==> src/rtl/mode_sel_pkg.sv <==
// Shared mode type, mode code constants and the up/down step helper.
package mode_sel_pkg;

  localparam int unsigned MODE_W = 3;

  typedef logic [MODE_W-1:0] mode_t;

  localparam mode_t MODE_GATES = 3'd0;
  localparam mode_t MODE_MXD   = 3'd1;
  localparam mode_t MODE_PWM   = 3'd2;
  localparam mode_t MODE_HEX7  = 3'd3;
  localparam mode_t MODE_ALU   = 3'd4;
  localparam mode_t MODE_FDC   = 3'd5;
  localparam mode_t MODE_RAM   = 3'd6;
  localparam mode_t MODE_DIR   = 3'd7;

  // Simultaneous up and down presses cancel; wrap is natural 3-bit modulo.
  function automatic mode_t mode_step(input mode_t cur, input logic up, input logic down);
    mode_t nxt;
    nxt = cur;
    if (up && !down) begin
      nxt = cur + mode_t'(1);
    end else if (down && !up) begin
      nxt = cur - mode_t'(1);
    end
    return nxt;
  endfunction

endpackage

==> src/rtl/btn_debounce.sv <==
// Two-flop synchronizer followed by a tick-sampled debounce counter.
// Output level flips after DB_SAMPLES consecutive ticks that disagree with it.
module btn_debounce #(
  parameter int unsigned DB_SAMPLES = 8
) (
  input  logic clk,
  input  logic rst,
  input  logic tick,
  input  logic btn,
  output logic level
);

  localparam int unsigned CNT_W = 8;

  logic [1:0]       sync_q;
  logic [CNT_W-1:0] cnt_q;

  always_ff @(posedge clk) begin
    if (rst) begin
      sync_q <= '0;
      cnt_q  <= '0;
      level  <= 1'b0;
    end else begin
      sync_q <= {sync_q[0], btn};
      if (tick) begin
        if (sync_q[1] != level) begin
          if (cnt_q == CNT_W'(DB_SAMPLES - 1)) begin
            level <= ~level;
            cnt_q <= '0;
          end else begin
            cnt_q <= cnt_q + CNT_W'(1);
          end
        end else begin
          cnt_q <= '0;
        end
      end
    end
  end

endmodule

==> src/rtl/mode_selector.sv <==
// Debounced up/down push-button mode selector with lock and change pulse.
// Optional long-press-to-zero on btn_up enabled by MODE_SELECTOR_LONGPRESS_EN.
module mode_selector
  import mode_sel_pkg::*;
#(
  parameter int unsigned CLK_DIV      = 50000,
  parameter int unsigned DB_SAMPLES   = 8,
  parameter int unsigned LONG_SAMPLES = 1000
) (
  input  logic              clk,
  input  logic              rst,
  input  logic              btn_up,
  input  logic              btn_down,
  input  logic              lock,
  output logic [MODE_W-1:0] mode,
  output logic              mode_chg
);

  localparam int unsigned DIV_W = $clog2(CLK_DIV);

  // Elaboration-time parameter range checks.
  if (CLK_DIV < 2 || CLK_DIV > (1 << 20)) begin : g_bad_clk_div
    $error("mode_selector: CLK_DIV out of range");
  end
  if (DB_SAMPLES < 2 || DB_SAMPLES > 255) begin : g_bad_db_samples
    $error("mode_selector: DB_SAMPLES out of range");
  end
  if (LONG_SAMPLES < 1) begin : g_bad_long_samples
    $error("mode_selector: LONG_SAMPLES out of range");
  end

  logic [DIV_W-1:0] div_q;
  logic             tick_c;
  logic             up_lvl;
  logic             down_lvl;
  logic             up_prev_q;
  logic             down_prev_q;
  logic             up_press_c;
  logic             down_press_c;
  logic             long_fire_c;
  mode_t            mode_d;

  assign tick_c = (div_q == DIV_W'(CLK_DIV - 1));

  // Free-running sample-tick prescaler.
  always_ff @(posedge clk) begin
    if (rst) begin
      div_q <= '0;
    end else if (tick_c) begin
      div_q <= '0;
    end else begin
      div_q <= div_q + DIV_W'(1);
    end
  end

  btn_debounce #(.DB_SAMPLES(DB_SAMPLES)) u_db_up (
    .clk   (clk),
    .rst   (rst),
    .tick  (tick_c),
    .btn   (btn_up),
    .level (up_lvl)
  );

  btn_debounce #(.DB_SAMPLES(DB_SAMPLES)) u_db_down (
    .clk   (clk),
    .rst   (rst),
    .tick  (tick_c),
    .btn   (btn_down),
    .level (down_lvl)
  );

  always_ff @(posedge clk) begin
    if (rst) begin
      up_prev_q   <= 1'b0;
      down_prev_q <= 1'b0;
    end else begin
      up_prev_q   <= up_lvl;
      down_prev_q <= down_lvl;
    end
  end

  assign up_press_c   = up_lvl & ~up_prev_q;
  assign down_press_c = down_lvl & ~down_prev_q;

`ifdef MODE_SELECTOR_LONGPRESS_EN
  localparam int unsigned LONG_W = $clog2(LONG_SAMPLES + 1);

  logic [LONG_W-1:0] long_cnt_q;
  logic              long_done_q;

  assign long_fire_c = tick_c && up_lvl && !long_done_q &&
                       (long_cnt_q == LONG_W'(LONG_SAMPLES - 1));

  // Hold counter; long_done_q limits the action to once per press.
  always_ff @(posedge clk) begin
    if (rst || !up_lvl) begin
      long_cnt_q  <= '0;
      long_done_q <= 1'b0;
    end else if (long_fire_c) begin
      long_cnt_q  <= '0;
      long_done_q <= 1'b1;
    end else if (tick_c && !long_done_q) begin
      long_cnt_q <= long_cnt_q + LONG_W'(1);
    end
  end
`else
  assign long_fire_c = 1'b0;
`endif

  always_comb begin
    mode_d = mode;
    if (!lock) begin
      if (long_fire_c) begin
        mode_d = MODE_GATES;
      end else begin
        mode_d = mode_step(mode, up_press_c, down_press_c);
      end
    end
  end

  // mode_chg is registered alongside mode so it marks the first cycle of a new value.
  always_ff @(posedge clk) begin
    if (rst) begin
      mode     <= MODE_GATES;
      mode_chg <= 1'b0;
    end else begin
      mode     <= mode_d;
      mode_chg <= (mode_d != mode);
    end
  end

endmodule

==> config.mk <==
export PLATFORM = sky130hd
export DESIGN_NAME = mode_selector
export DESIGN_NICKNAME = d
export VERILOG_FILES = /design/src/rtl/mode_sel_pkg.sv /design/src/rtl/btn_debounce.sv /design/src/rtl/mode_selector.sv
export SDC_FILE = /design/constraint.sdc
export NUM_CORES = 1
export LEC_CHECK = 0
export ABC_AREA = 1
export BUFFER_PORTS_ARGS = -buffer_cell sky130_fd_sc_hd__buf_2
export CAP_MARGIN = 20
export CELL_PAD_IN_SITES_DETAIL_PLACEMENT = 0
export CELL_PAD_IN_SITES_GLOBAL_PLACEMENT = 1
export CORE_MARGIN = 2
export CORE_UTILIZATION = 40
export DETAILED_ROUTE_END_ITERATION = 10
export GPL_TIMING_DRIVEN = 0
export PLACE_DENSITY_LB_ADDON = 0.1
export SYNTH_ARGS = -nofsm -noshare
export SYNTH_HDL_FRONTEND = slang
export SYNTH_HIERARCHICAL = 1
export SYNTH_SLANG_ARGS = --single-unit
==> constraint.sdc <==
create_clock -name clk -period 2.04 [get_ports clk]
set_input_delay 0.408 -clock clk [delete_from_list [all_inputs] [get_ports clk]]
set_output_delay 0.408 -clock clk [all_outputs]
set_load 0.1 [all_outputs]
==> run_summary.xml <==
<?xml version="1.0" encoding="UTF-8"?>
<metrics>
  <group name="cts">
    <metric name="cts_root_buffer" unit="">clkbuf_8</metric>
    <metric name="clkSlewWorstSetupHoldPaths" unit="ns">0.09</metric>
    <metric name="tritoncts_num_sinks" unit="">44</metric>
    <metric name="post_cts_hold_buffer_count" unit="">0</metric>
    <metric name="clock_path_buffers" unit="">2</metric>
    <metric name="cts_inserted_buffers" unit="">5</metric>
    <metric name="h-tree-depth" unit="">2</metric>
    <metric name="clock_tree_from_tritoncts" unit="">yes</metric>
    <metric name="clk-insertion-delay-late" unit="ns">0.30</metric>
  </group>
  <group name="logic_synthesis">
    <metric name="syn_area" unit="mm2">0.00236</metric>
    <metric name="synthesis.yosys.warnings" unit="">6</metric>
    <metric name="synth_fp_nets" unit="">345</metric>
    <metric name="yosys.cell_types.count" unit="">29</metric>
    <metric name="synth.ff_latch_count" unit="">44</metric>
    <metric name="synth_cells" unit="">335</metric>
    <metric name="seq_area_frac_synth" unit="">0.373</metric>
    <metric name="syn_area_per_cell" unit="um2">7.05</metric>
  </group>
  <group name="global_routing">
    <metric name="grt_most_used_layer" unit="">met2</metric>
    <metric name="grt_max_degree" unit="">19</metric>
    <metric name="grt_antenna_before_repair" unit="">0</metric>
    <metric name="global_route.usage.total" unit="">0.171</metric>
    <metric name="global_route_wire_length_before_repair" unit="um">8730</metric>
    <metric name="grt_use_met1" unit="">0.233</metric>
    <metric name="grt_pass1_vias" unit="">1997</metric>
    <metric name="gr-usage-met2" unit="">0.266</metric>
    <metric name="grt_util_met3" unit="">0.0367</metric>
    <metric name="grt_remaining_overflow" unit="">0</metric>
  </group>
  <group name="cells_and_area">
    <metric name="final_nets" unit="">365</metric>
    <metric name="final_layout_size_suffix_gt1_frac" unit="">0.203</metric>
    <metric name="mostFrequentLayoutCell" unit="">nand2_1</metric>
    <metric name="antenna_cells_inserted" unit="">0</metric>
    <metric name="final_cell_count_no_fill" unit="">427</metric>
    <metric name="most-common-layout-cells" unit="">nand2_1 (70), inv_1 (52), dfxtp_1 (43)</metric>
    <metric name="final_util" unit="">0.471</metric>
    <metric name="syn_to_final_growth" unit="%">11.8</metric>
  </group>
  <group name="die">
    <metric name="io_pins" unit="">9</metric>
    <metric name="die-area" unit="mm2">0.00654</metric>
    <metric name="placementRows" unit="">27</metric>
    <metric name="floorplan.core_area" unit="mm2">0.00561</metric>
    <metric name="dieHeight" unit="um">80.9</metric>
    <metric name="starting_density_of_the_core" unit="">0.421</metric>
    <metric name="dieWidth" unit="um">80.9</metric>
  </group>
  <group name="route">
    <metric name="avgRoutedWirePerCell" unit="um">11.3</metric>
    <metric name="totalWireLength" unit="um">4810</metric>
    <metric name="routed-via-count" unit="">2070</metric>
    <metric name="antenna_violating_nets_left" unit="">0</metric>
    <metric name="route.detailed.drc" unit="">0</metric>
    <metric name="drt_first_pass_iters" unit="">6</metric>
    <metric name="initialDrtViolationCount" unit="">66</metric>
    <metric name="routed_via_density" unit="">4.85</metric>
  </group>
  <group name="setup_path">
    <metric name="critPathMostFrequentCell" unit="">nor3_2</metric>
    <metric name="timing.critical_path.fanout_max" unit="">7</metric>
    <metric name="criticalPathCategory" unit="">reg2reg</metric>
    <metric name="worst_path_required" unit="ns">2.24</metric>
    <metric name="worstPathCellList" unit="">ha_2, nand2_2, nor2_8, nand2_1, nor4_4, buf_4, inv_2, nor3_2, and2_1, nor3_2</metric>
    <metric name="timing.critical_path.arrival" unit="ns">2.01</metric>
    <metric name="longest_individual_stage_delay_on_the_worst_path" unit="ns">0.35</metric>
    <metric name="critical_path.slowest_cell" unit="">dfxtp_2</metric>
    <metric name="worstSetupStartpointType" unit="">flop</metric>
    <metric name="endpoint_kind" unit="">flop</metric>
  </group>
  <group name="pwr">
    <metric name="power_frac_seq" unit="">0.597</metric>
    <metric name="p_int" unit="mW">1.12</metric>
    <metric name="totalPowerFinal" unit="mW">1.46</metric>
    <metric name="p_leak" unit="nW">1.04</metric>
    <metric name="worst_ir_drop_vdd" unit="V">0.000274</metric>
    <metric name="power_switching" unit="uW">344</metric>
    <metric name="ratio_of_total_power_to_cell_area" unit="mW/mm2">553</metric>
    <metric name="netSwitchingFraction" unit="">0.236</metric>
    <metric name="comb_power_share" unit="">0.034</metric>
    <metric name="p_clk_frac" unit="">0.369</metric>
  </group>
  <group name="sta">
    <metric name="timing.final.crit_period" unit="ns">1.80</metric>
    <metric name="worst-slew-pin-transition" unit="ns">0.485</metric>
    <metric name="grt_setup_unrepaired" unit="">no</metric>
    <metric name="setup_viol" unit="">0</metric>
    <metric name="total_negative_setup_slacks" unit="ns">0</metric>
    <metric name="final_max_slew_viol_count" unit="">0</metric>
    <metric name="achievable-frequency" unit="MHz">554</metric>
    <metric name="final-hold-violation-count" unit="">0</metric>
    <metric name="fin_crit_sh" unit="">0.884</metric>
    <metric name="maxSlewHeadroom" unit="">0.679</metric>
    <metric name="fin_worst_skew" unit="ns">0.00756</metric>
  </group>
  <group name="placement">
    <metric name="place.gp.congestion" unit="">0.778</metric>
    <metric name="dp_hpwl" unit="um">3450</metric>
    <metric name="post_place_cells" unit="">415</metric>
    <metric name="placement.io_buffers" unit="">8</metric>
  </group>
  <group name="outcome">
    <metric name="status" unit="">finished clean</metric>
  </group>
  <group name="worst_hold_path">
    <metric name="hold_class" unit="">in2reg</metric>
  </group>
  <group name="run">
    <metric name="maxCapViolCount" unit="">0</metric>
  </group>
</metrics>
-- critical path: cells and delay by family, from the launching register on --
family        cells  cell delay, ns
fa+ha+maj         1            0.18
simple gates      7            0.93
flops             1            0.35
buf+inv           2            0.25
-- cells by family (layout without fill, tap and decap cells) --
group | after synthesis | in the layout | share of synthesized area
AO/OA/AOI/OAI | 39 | 39 | 0.0985
buffers and inverters | 61 | 81 | 0.107
XOR/XNOR | 1 | 1 | 0.00371
flip-flops | 44 | 44 | 0.373
adder cells (fa/ha/maj) | 5 | 5 | 0.0265
AND/OR/NAND/NOR | 185 | 185 | 0.391
-- layer usage --
metal  vias to the layer above  part of all wire  routed length [um]
met5                         -                 0                   0
li1                       1108                 -                   -
met3                         5             0.027                 130
met4                         0             0.015                  70
met2                        23              0.43                2090
met1                       934              0.52                2520
-- synthesized netlist by cell type, drive strengths merged --
cell type,n,area [um2]
nand2,76,305
inv,58,218
nor2,51,248
dfxtp,44,881
nand3,27,160
a21oi,26,160
nor3,15,111
nand4,12,75.1
o21ai,10,50.1
ha,5,62.6
buf,3,35.0
a211oi,2,15.0
and2,2,12.5
nor4,1,6.26
o211ai,1,7.51
or2,1,6.26
xnor2,1,8.76
-- per-stage QoR --
stage	setup WS (ns)	hold slack (ns)	instance area (um2)
3_3_place_gp	-0.210	0.390	2490
4_1_cts	0.0207	0.300	2640
6_report	0.236	0.312	2640
2_1_floorplan	0.137	0.388	2360
5_1_grt	0.0250	0.300	2640
3_5_place_dp	-0.237	0.396	2490
-- registers in the layout, summed over array words and instances, names as in the netlist --
register and count:
up_prev_q 1, u_db_down/cnt_q 8, u_db_up/sync_q 2, u_db_down/level 1
down_prev_q 1, mode_chg 1, u_db_up/cnt_q 8, div_q 16
u_db_up/level 1, mode 3, u_db_down/sync_q 2
-- power by group through the flow --
stage	Clock (mW)	Combinational, mW	Sequential (mW)
after global routing	0.599	0.0569	0.874
after global placement	0	0.0501	0.892
after floorplan	0	0.0331	0.891
after CTS	0.566	0.0508	0.872
final	0.539	0.0500	0.872
after detailed placement	0	0.0507	0.892
-- final timing paths --
check	from	endpoint	cells after the start	slack, ns
setup reg to reg	div_q[0]$_SDFF_PP0_	u_db_up/cnt_q[4]$_SDFFE_PP0P_	10	0.24
setup / recovery	div_q[0]$_SDFF_PP0_	u_db_up/cnt_q[4]$_SDFFE_PP0P_	10	0.24
hold / removal	btn_down	u_db_down/sync_q[0]$_SDFF_PP0_	3	0.31
hold reg to reg	u_db_up/sync_q[0]$_SDFF_PP0_	u_db_up/sync_q[1]$_SDFF_PP0_	2	0.40
-- area by class of cell --
cell class,count,area (um2)
Clock inverter,2,12.5
Fill cell,601,2970
Buffer,3,35.0
Sequential cell,44,882
Clock buffer,5,68.8
Timing Repair Buffer,13,77.6
Inverter,58,218
Tap cell,72,90.1
Multi-Input combinational cell,230,1260
-- what timing repair did --
item	4_1_cts	5_1_grt
buffers inserted	5	0
endpoints found under the setup margin	14	17
resized for setup	4	2
pin swaps	0	1
Power figures use the tool's default switching activity.
